### src/rtl/btn_debounce_if.sv
// Button-conditioning bus: raw button inputs toward the debouncer, clean
// levels, press/release pulses and the shared sample tick back out.
interface btn_debounce_if #(
  parameter int N = 6
);
  logic [N-1:0] btn_in;
  logic [N-1:0] btn_level;
  logic [N-1:0] btn_press;
  logic [N-1:0] btn_release;
  logic         tick;

  // Board side: drives raw buttons, consumes conditioned outputs.
  modport master (
    output btn_in,
    input  btn_level,
    input  btn_press,
    input  btn_release,
    input  tick
  );

  // Debouncer side.
  modport slave (
    input  btn_in,
    output btn_level,
    output btn_press,
    output btn_release,
    output tick
  );
endinterface

### src/rtl/btn_debounce.sv
// Push-button conditioner: two-flop synchroniser per channel, one shared
// prescaler tick, and a per-channel four-state stability filter that commits
// a new level only after STABLE_TICKS consecutive ticks of a steady input.
module btn_debounce #(
  parameter int N            = 6,
  parameter int TICK_DIV     = 50000,
  parameter int STABLE_TICKS = 20
) (
  input  logic          clk,
  input  logic          rst,
  btn_debounce_if.slave bus_io
);

  // A divide-by-one prescaler still needs a 1-bit register to exist.
  localparam int PW = (TICK_DIV > 1) ? $clog2(TICK_DIV) : 1;
  localparam int SW = $clog2(STABLE_TICKS + 1);

  localparam logic [PW-1:0] PRE_LAST = PW'(TICK_DIV - 1);
  localparam logic [SW-1:0] STB_LAST = SW'(STABLE_TICKS - 1);
  localparam logic [PW-1:0] PRE_ONE  = PW'(1);
  localparam logic [SW-1:0] STB_ONE  = SW'(1);

  typedef enum logic [1:0] {
    ST_LOW    = 2'd0,
    ST_WAIT_H = 2'd1,
    ST_HIGH   = 2'd2,
    ST_WAIT_L = 2'd3
  } state_t;

  logic [N-1:0]  meta_q;
  logic [N-1:0]  sync_q;

  logic [PW-1:0] pre_q;
  logic [PW-1:0] pre_d;
  logic          tick_q;
  logic          tick_d;

  state_t        state_q [N];
  state_t        state_d [N];
  logic [SW-1:0] cnt_q   [N];
  logic [SW-1:0] cnt_d   [N];

  logic [N-1:0]  level_q;
  logic [N-1:0]  level_d;
  logic [N-1:0]  press_q;
  logic [N-1:0]  press_d;
  logic [N-1:0]  release_q;
  logic [N-1:0]  release_d;

  // Bring the asynchronous button lines into the clk domain.
  always_ff @(posedge clk or posedge rst) begin
    if (rst) begin
      meta_q <= '0;
      sync_q <= '0;
    end else begin
      meta_q <= bus_io.btn_in;
      sync_q <= meta_q;
    end
  end

  // Prescaler next value; tick is registered so it lines up with the count.
  always_comb begin
    pre_d = '0;
    if (pre_q == PRE_LAST) begin
      pre_d = '0;
    end else begin
      pre_d = pre_q + PRE_ONE;
    end
    tick_d = (pre_d == PRE_LAST);
  end

  // Prescaler counter and tick register.
  always_ff @(posedge clk or posedge rst) begin
    if (rst) begin
      pre_q  <= '0;
      tick_q <= 1'b0;
    end else begin
      pre_q  <= pre_d;
      tick_q <= tick_d;
    end
  end

  // Per-channel filter: next state, stability count and commit pulses.
  always_comb begin
    level_d   = '0;
    press_d   = '0;
    release_d = '0;
    for (int i = 0; i < N; i++) begin
      state_d[i] = state_q[i];
      cnt_d[i]   = cnt_q[i];
      case (state_q[i])
        ST_LOW: begin
          if (sync_q[i]) begin
            state_d[i] = ST_WAIT_H;
            cnt_d[i]   = '0;
          end else begin
            state_d[i] = ST_LOW;
          end
        end
        ST_WAIT_H: begin
          // A dropout restarts the filter even if a tick lands this cycle.
          if (!sync_q[i]) begin
            state_d[i] = ST_LOW;
            cnt_d[i]   = '0;
          end else if (tick_q) begin
            if (cnt_q[i] == STB_LAST) begin
              state_d[i] = ST_HIGH;
              cnt_d[i]   = '0;
              press_d[i] = 1'b1;
            end else begin
              cnt_d[i] = cnt_q[i] + STB_ONE;
            end
          end else begin
            cnt_d[i] = cnt_q[i];
          end
        end
        ST_HIGH: begin
          if (!sync_q[i]) begin
            state_d[i] = ST_WAIT_L;
            cnt_d[i]   = '0;
          end else begin
            state_d[i] = ST_HIGH;
          end
        end
        ST_WAIT_L: begin
          if (sync_q[i]) begin
            state_d[i] = ST_HIGH;
            cnt_d[i]   = '0;
          end else if (tick_q) begin
            if (cnt_q[i] == STB_LAST) begin
              state_d[i]   = ST_LOW;
              cnt_d[i]     = '0;
              release_d[i] = 1'b1;
            end else begin
              cnt_d[i] = cnt_q[i] + STB_ONE;
            end
          end else begin
            cnt_d[i] = cnt_q[i];
          end
        end
        default: begin
          state_d[i] = ST_LOW;
          cnt_d[i]   = '0;
        end
      endcase
      // Level follows the committed side, so it moves on the commit edge.
      level_d[i] = (state_d[i] == ST_HIGH) || (state_d[i] == ST_WAIT_L);
    end
  end

  // Filter state, counters and registered outputs.
  always_ff @(posedge clk or posedge rst) begin
    if (rst) begin
      for (int i = 0; i < N; i++) begin
        state_q[i] <= ST_LOW;
        cnt_q[i]   <= '0;
      end
      level_q   <= '0;
      press_q   <= '0;
      release_q <= '0;
    end else begin
      for (int i = 0; i < N; i++) begin
        state_q[i] <= state_d[i];
        cnt_q[i]   <= cnt_d[i];
      end
      level_q   <= level_d;
      press_q   <= press_d;
      release_q <= release_d;
    end
  end

  assign bus_io.btn_level   = level_q;
  assign bus_io.btn_press   = press_q;
  assign bus_io.btn_release = release_q;
  assign bus_io.tick        = tick_q;

endmodule

### src/flat_wrapper.sv
// flat-port wrapper written by rule: the top's interface ports become plain ports
module btn_debounce_flat 
#(
  parameter int N            = 6,
  parameter int TICK_DIV     = 50000,
  parameter int STABLE_TICKS = 20
)
  (clk, rst, bus_io_btn_in, bus_io_btn_level, bus_io_btn_press, bus_io_btn_release, bus_io_tick);
  btn_debounce_if #(.N(N)) bus_io_i ();
  input  logic clk;
  input  logic rst;
  input wire logic [$bits(bus_io_i.btn_in)-1:0] bus_io_btn_in;
  output wire logic [$bits(bus_io_i.btn_level)-1:0] bus_io_btn_level;
  output wire logic [$bits(bus_io_i.btn_press)-1:0] bus_io_btn_press;
  output wire logic [$bits(bus_io_i.btn_release)-1:0] bus_io_btn_release;
  output wire logic [$bits(bus_io_i.tick)-1:0] bus_io_tick;
  assign bus_io_i.btn_in = bus_io_btn_in;
  assign bus_io_btn_level = bus_io_i.btn_level;
  assign bus_io_btn_press = bus_io_i.btn_press;
  assign bus_io_btn_release = bus_io_i.btn_release;
  assign bus_io_tick = bus_io_i.tick;
  btn_debounce #(.N(N), .TICK_DIV(TICK_DIV), .STABLE_TICKS(STABLE_TICKS)) u_core (.clk(clk), .rst(rst), .bus_io(bus_io_i));
endmodule
### config.mk
export PLATFORM = sky130hd
export DESIGN_NAME = btn_debounce_flat
export DESIGN_NICKNAME = d
export VERILOG_FILES = /design/src/rtl/btn_debounce_if.sv /design/src/rtl/btn_debounce.sv /design/src/flat_wrapper.sv
export SDC_FILE = /design/constraint.sdc
export NUM_CORES = 1
export LEC_CHECK = 0
export BUFFER_PORTS_ARGS = -buffer_cell sky130_fd_sc_hd__buf_2
export CAP_MARGIN = 20
export CORE_MARGIN = 5
export CORE_UTILIZATION = 65
export CTS_CLUSTER_SIZE = 28
export DETAILED_ROUTE_END_ITERATION = 16
export PLACE_DENSITY_LB_ADDON = 0.25
export SLEW_MARGIN = 20
export SYNTH_ARGS = -nofsm -noshare
export SYNTH_HDL_FRONTEND = slang
export SYNTH_SLANG_ARGS = --single-unit
### constraint.sdc
create_clock -name clk -period 5.6 [get_ports clk]
set_input_delay 1.12 -clock clk [delete_from_list [all_inputs] [get_ports clk]]
set_output_delay 1.12 -clock clk [all_outputs]
set_load 0.005 [all_outputs]
==> impl_metrics.py, run 1 <==
metrics = {
    "synthesis": {
        "yosysWarnings": 0,
        "yosysMostFrequentCell": "dfrtp_1",
        "seq_area_frac_synth_pct": 55.40,
        "yosys.area.top_type": "dfrtp_1",
        "async_reset_ff_share_pct": 100.0,
        "synth.area.top_cells": "dfrtp_1 55%, mux2_2 3.9%, nand2_1 3.8%",
        "synth_seq_cells": 89,
        "synth_area_sq_um": 4020,
        "synth_area_per_cell_sq_um": 10.87,
        "ys.flop_type": "dfrtp_1",
        "synth_cells": 370,
        "ys_top_cells_by_count": "89 x dfrtp_1, 41 x nand2_1, 25 x nor2_1, 21 x a21oi_1",
        "synth_cell_types": 39,
        "synth_top_area_share_pct": 55.40,
        "synth_nets": 385,
        "synth_edf_count": 0,
    },
    "setup_path": {
        "crit_path_end_kind": "output pin",
        "slowest_stage": "dfrtp_1",
        "cp_cell_sequence": "buf_4 -> buf_2",
        "critPathMaxFanout": 31,
        "cp-start-kind": "register",
        "required_ns": 4.48,
        "crit_arrival_ns": 1.16,
        "slowest_delay_ns": 0.32,
        "critical_path_class": "reg2out",
    },
    "timing": {
        "fin_worst_skew_ns": 0.005585,
        "hold_slack_ns": 0.3507,
        "tns_ns": 0,
        "final.min_clock_period_ns": 2.278,
        "min_period_over_period_pct": 40.67,
        "max_freq_mhz": 439.1,
        "setup_viol": 0,
        "timing.slew.headroom_pct": 43.60,
        "worst_slew_pin_slew_ns": 0.8390,
        "finalHoldViolCount": 0,
        "rsz0062_at_grt": "no",
        "maxSlewViolCount": 0,
    },
    "power_and_ir_drop": {
        "power_density_nw_per_um2": 243.1,
        "power_leakage_uw": 0.001966,
        "irDropWorstVdd_mv": 0.1730,
        "finalPower_uw": 1067,
    },
    "layout": {
        "final_nets": 415,
        "drive_above_1_share_pct": 14.39,
        "diodes": 0,
        "area_delta_synth_final_pct": 9.119,
        "design_area_sq_um": 4387,
    },
    "clocking": {
        "cts_resized": 0,
        "cts_tree": "done",
        "clkTransAtPathRegs_ns": 0.08,
        "post-cts-setup-buffers": 0,
        "clock-sinks": 89,
        "cts.root.buffer_cell": "clkbuf_8",
        "clk_latency_ns": 0.34,
        "cts.path.max_buffers": 2,
        "hold_buffers": 0,
        "cts_max_level": 3,
        "numCtsBuffers": 9,
    },
    "floorplanning": {
        "rows": 28,
        "die_area_sq_um": 7858,
        "initial_utilization_pct": 67.50,
        "ios": 27,
        "core_sq_um": 5956,
        "die_w_um": 88.65,
        "die_h_um": 88.65,
    },
    "routing": {
        "route.detailed.drc": 0,
        "drt_iter0_drc": 135,
        "post_drt_wl_per_cell_um": 15.12,
        "ant_nets": 0,
        "firstDrtPassIters": 4,
        "vias_per_cell": 6.027,
        "drt_wl_total_um": 7228,
        "vias": 2881,
    },
    "placed_design": {
        "io_buffers": 26,
        "dpl-instance-area_sq_um": 4224,
        "dp_hpwl_um": 5006,
        "place.gp.congestion": 0.8420,
    },
    "global_routing": {
        "grt_pass1_wl_um": 12740,
        "first_global_vias": 2936,
        "antenna_found_initial": 0,
        "gr-total-overflow": 0,
        "grt_max_degree": 60,
        "grt_usage_pct": 20.88,
    },
    "job": {
        "max-cap-violations": 0,
    },
    "status": {
        "status": "complete, no violations",
    },
    "hold_path": {
        "holdCritPathClass": "reg2reg",
    },
}
[registers in the layout (all words and copies together) (netlist names)]
signal / cells
u_core.bus_io.tick: 1
u_core.state_q: 12
u_core.bus_io.btn_press: 6
u_core.bus_io.btn_release: 6
u_core.bus_io.btn_level: 6
u_core.cnt_q: 30
u_core.meta_q: 6
u_core.pre_q: 16
u_core.sync_q: 6
[kinds of logic (layout without fill, tap and decap cells)]
group	after synthesis	after routing	synth area share (%)
compound gates	74	74	11.45
xor+xnor	23	23	5.011
fa+ha+maj	7	7	2.179
buf+inv	15	48	1.463
flops	89	89	55.40
mux	17	17	4.669
simple gates	145	145	19.83
[metal layers]
metal  part of all wire, %  wire length, um  track usage, %
met1                    45             3283           27.10
met2                    49             3568           33.13
met3                   2.7              197           3.538
met4                   2.5              180           12.09
met5                     0                0               0
[cells in the final DEF, fill, tap and decap left out, types with 4 or more instances in the layout]
cell / netlist / final
nor3b_1: 16 / 16
nor2b_1: 9 / 9
inv_1: 6 / 5
clkbuf_8: 0 / 11
o21ai_0: 15 / 15
nand2_1: 41 / 41
buf_2: 2 / 26
nor3_1: 10 / 10
nand3_1: 8 / 8
nor4_1: 4 / 4
nor2_1: 25 / 25
xnor2_1: 11 / 11
and2_1: 4 / 4
nand4_1: 10 / 10
nand2b_1: 6 / 6
a21oi_1: 21 / 21
o31ai_1: 5 / 5
xor2_1: 12 / 12
o41ai_1: 4 / 4
ha_1: 7 / 7
dfrtp_1: 89 / 89
mux2_2: 14 / 14
o22ai_1: 16 / 16
[layout make-up]
type / count / area (sq um)
Multi-Input combinational cell: 266 / 1734
Inverter: 6 / 23.77
Sequential cell: 89 / 2227
Timing Repair Buffer: 28 / 145.1
Clock buffer: 14 / 162.7
Tap cell: 75 / 93.84
Fill cell: 421 / 1569
[critical path, delay by kind of cell (launching register included)]
family / cells / cell delay (ns)
buffers and inverters: 2 / 0.48
flip-flops: 1 / 0.32
[worst paths after layout]
check | from | to | slack, ns | cells after the start
min reg2reg | u_core.meta_q[4]$_DFF_PP0_ | u_core.sync_q[4]$_DFF_PP0_ | 0.35 | 0
max | u_core.bus_io.tick$_DFF_PP0_ | bus_io_tick | 3.32 | 2
max reg2reg | u_core.bus_io.tick$_DFF_PP0_ | u_core.bus_io.btn_level[3]$_DFF_PP0_ | 3.41 | 5
min | u_core.meta_q[4]$_DFF_PP0_ | u_core.sync_q[4]$_DFF_PP0_ | 0.35 | 0
max in group asynchronous | rst | u_core.pre_q[6]$_DFF_PP0_ | 3.74 | 3
min in group asynchronous | rst | u_core.meta_q[0]$_DFF_PP0_ | 0.78 | 2
[report_power, final]
part / switching [uW] / internal (uW)
combinational: 22.5 / 8.58
clock: 198 / 182
sequential: 7.34 / 649
[through the flow]
step / std cells / setup slack (ns) / util [%]
floorplan: 370 / 2.173 / -
global placement: 464 / 3.307 / 70.92
detailed placement: 464 / 3.281 / 70.92
CTS: 478 / 3.302 / 73.66
global route: 478 / 3.235 / 73.66
finish: 478 / 3.323 / 73.66
No activity file was read; power rests on OpenSTA's default activity.
==> run 2: changes to the inputs <==
CORE_UTILIZATION = 54   (was 65)
clock period = 2.05 ns   (was 5.6 ns; I/O delays follow)
==> impl_metrics.py, run 2 (synthesis results as in run 1) <==
metrics = {
    "global_routing": {
        "gr-total-overflow": 0,
        "antenna_found_initial": 0,
        "grt_usage_pct": 17.44,
        "first_global_vias": 2803,
        "grt_max_degree": 90,
        "grt_pass1_wl_um": 12540,
    },
    "timing": {
        "max_freq_mhz": 538.8,
        "fin_worst_skew_ns": 0.007185,
        "maxSlewViolCount": 0,
        "tns_ns": 0,
        "rsz0062_at_grt": "no",
        "fin_ws_ns": 0.1940,
        "setup_viol": 0,
        "worst_slew_pin_slew_ns": 0.6083,
        "final.min_clock_period_ns": 1.856,
        "finalHoldViolCount": 0,
        "min_period_over_period_pct": 90.54,
        "timing.slew.headroom_pct": 59.27,
    },
    "placed_design": {
        "dpl-instance-area_sq_um": 4352,
        "dp_hpwl_um": 4838,
        "place_ws_ns": 0.2496,
        "place.gp.congestion": 0.8800,
        "io_buffers": 26,
    },
    "layout": {
        "drive_above_1_share_pct": 17.31,
        "finalCoreUtilization_pct": 62.72,
        "area_delta_synth_final_pct": 13.17,
        "largest_register_ffs": 30,
        "largest_register": "u_core.cnt_q",
        "final_common_cell": "dfrtp_1",
        "final_cell_mix": "89 x dfrtp_1, 41 x nand2_1, 26 x buf_2",
        "fillers": 608,
        "reg.largest.list": "u_core.cnt_q x30, u_core.pre_q x16, u_core.state_q x12",
        "final_nets": 426,
        "design_area_sq_um": 4549,
        "diodes": 0,
    },
    "routing": {
        "ant_nets": 0,
        "route.detailed.drc": 0,
        "drt_wl_total_um": 7185,
        "vias": 2913,
        "vias_per_cell": 5.656,
        "firstDrtPassIters": 4,
        "drt_iter0_drc": 117,
        "post_drt_wl_per_cell_um": 13.95,
    },
    "power_and_ir_drop": {
        "irDropWorstVdd_mv": 0.4114,
        "power_density_nw_per_um2": 676.0,
        "finalPower_uw": 3075,
        "power_leakage_uw": 0.002041,
    },
    "setup_path": {
        "critPathMaxFanout": 8,
        "crit_arrival_ns": 2.07,
        "required_ns": 2.27,
        "cp-start-kind": "register",
        "crit_path_end_kind": "register",
        "critical_path_class": "reg2reg",
    },
    "floorplanning": {
        "ios": 27,
        "die_w_um": 96.28,
        "die_h_um": 96.28,
        "initial_utilization_pct": 55.43,
        "core_sq_um": 7253,
        "die_area_sq_um": 9270,
        "rows": 31,
    },
    "clocking": {
        "cts.path.max_buffers": 2,
        "post-cts-setup-buffers": 0,
        "clkTransAtPathRegs_ns": 0.09,
        "hold_buffers": 0,
        "cts_max_level": 3,
        "cts_tree": "done",
        "clk_latency_ns": 0.35,
        "numCtsBuffers": 9,
        "clock-sinks": 89,
        "cts.root.buffer_cell": "clkbuf_8",
        "cts_resized": 0,
    },
    "status": {
        "status": "complete, no violations",
    },
    "job": {
        "max-cap-violations": 0,
    },
    "hold_path": {
        "holdCritPathClass": "in2reg",
    },
}
-- run 2: where the power goes --
part	internal (uW)	switching [uW]
Clock	600	593
Sequential	1770	19.2
Combinational	27.7	63.6
-- run 2: worst paths after layout --
| path | startpoint | endpoint | slack, ns | cells past startpoint |
|---|---|---|---|---|
| max in group asynchronous | rst | u_core.bus_io.btn_level[3]$_DFF_PP0_ | 1.54 | 3 |
| min | bus_io_btn_in[3] | u_core.meta_q[3]$_DFF_PP0_ | 0.16 | 1 |
| max | u_core.cnt_q[5]$_DFFE_PP0P_ | u_core.cnt_q[9]$_DFFE_PP0P_ | 0.19 | 6 |
| max reg2reg | u_core.cnt_q[5]$_DFFE_PP0P_ | u_core.cnt_q[9]$_DFFE_PP0P_ | 0.19 | 6 |
| min reg2reg | u_core.meta_q[5]$_DFF_PP0_ | u_core.sync_q[5]$_DFF_PP0_ | 0.35 | 0 |
| min in group asynchronous | rst | u_core.bus_io.btn_level[4]$_DFF_PP0_ | 0.18 | 3 |
-- run 2: final cells by class --
type	count	area, sq um	share of cell area, %
Clock buffer	12	145.1	3.190
Multi-Input combinational cell	266	1734	38.12
Timing Repair Buffer	39	240.2	5.281
Clock inverter	4	52.55	1.155
Inverter	6	26.28	0.5776
Tap cell	99	123.9	2.723
Sequential cell	89	2227	48.96
-- run 2: per-stage QoR --
stage               std cells  hold WS (ns)
global placement          499        0.3324
floorplan                 370        0.3312
finish                    515        0.1613
detailed placement        499        0.3365
CTS                       515        0.1441
global route              515        0.1364
-- run 2: worst max-delay path, stage by stage (launching register included) --
cell	delay [ns]
dfrtp_1	0.41
ha_1	0.26
nand4bb_1	0.13
o211ai_1	0.52
a41oi_1	0.09
o21ai_0	0.21
o41ai_1	0.10
-- run 2: per-layer routing --
metal  track usage [%]  vias up  wire length [um]
li1                  -     1418                 -
met1             21.62     1437              3279
met2             29.50       47              3579
met3             3.753       11               210
met4             7.109        0               116
met5                 0        -                 0
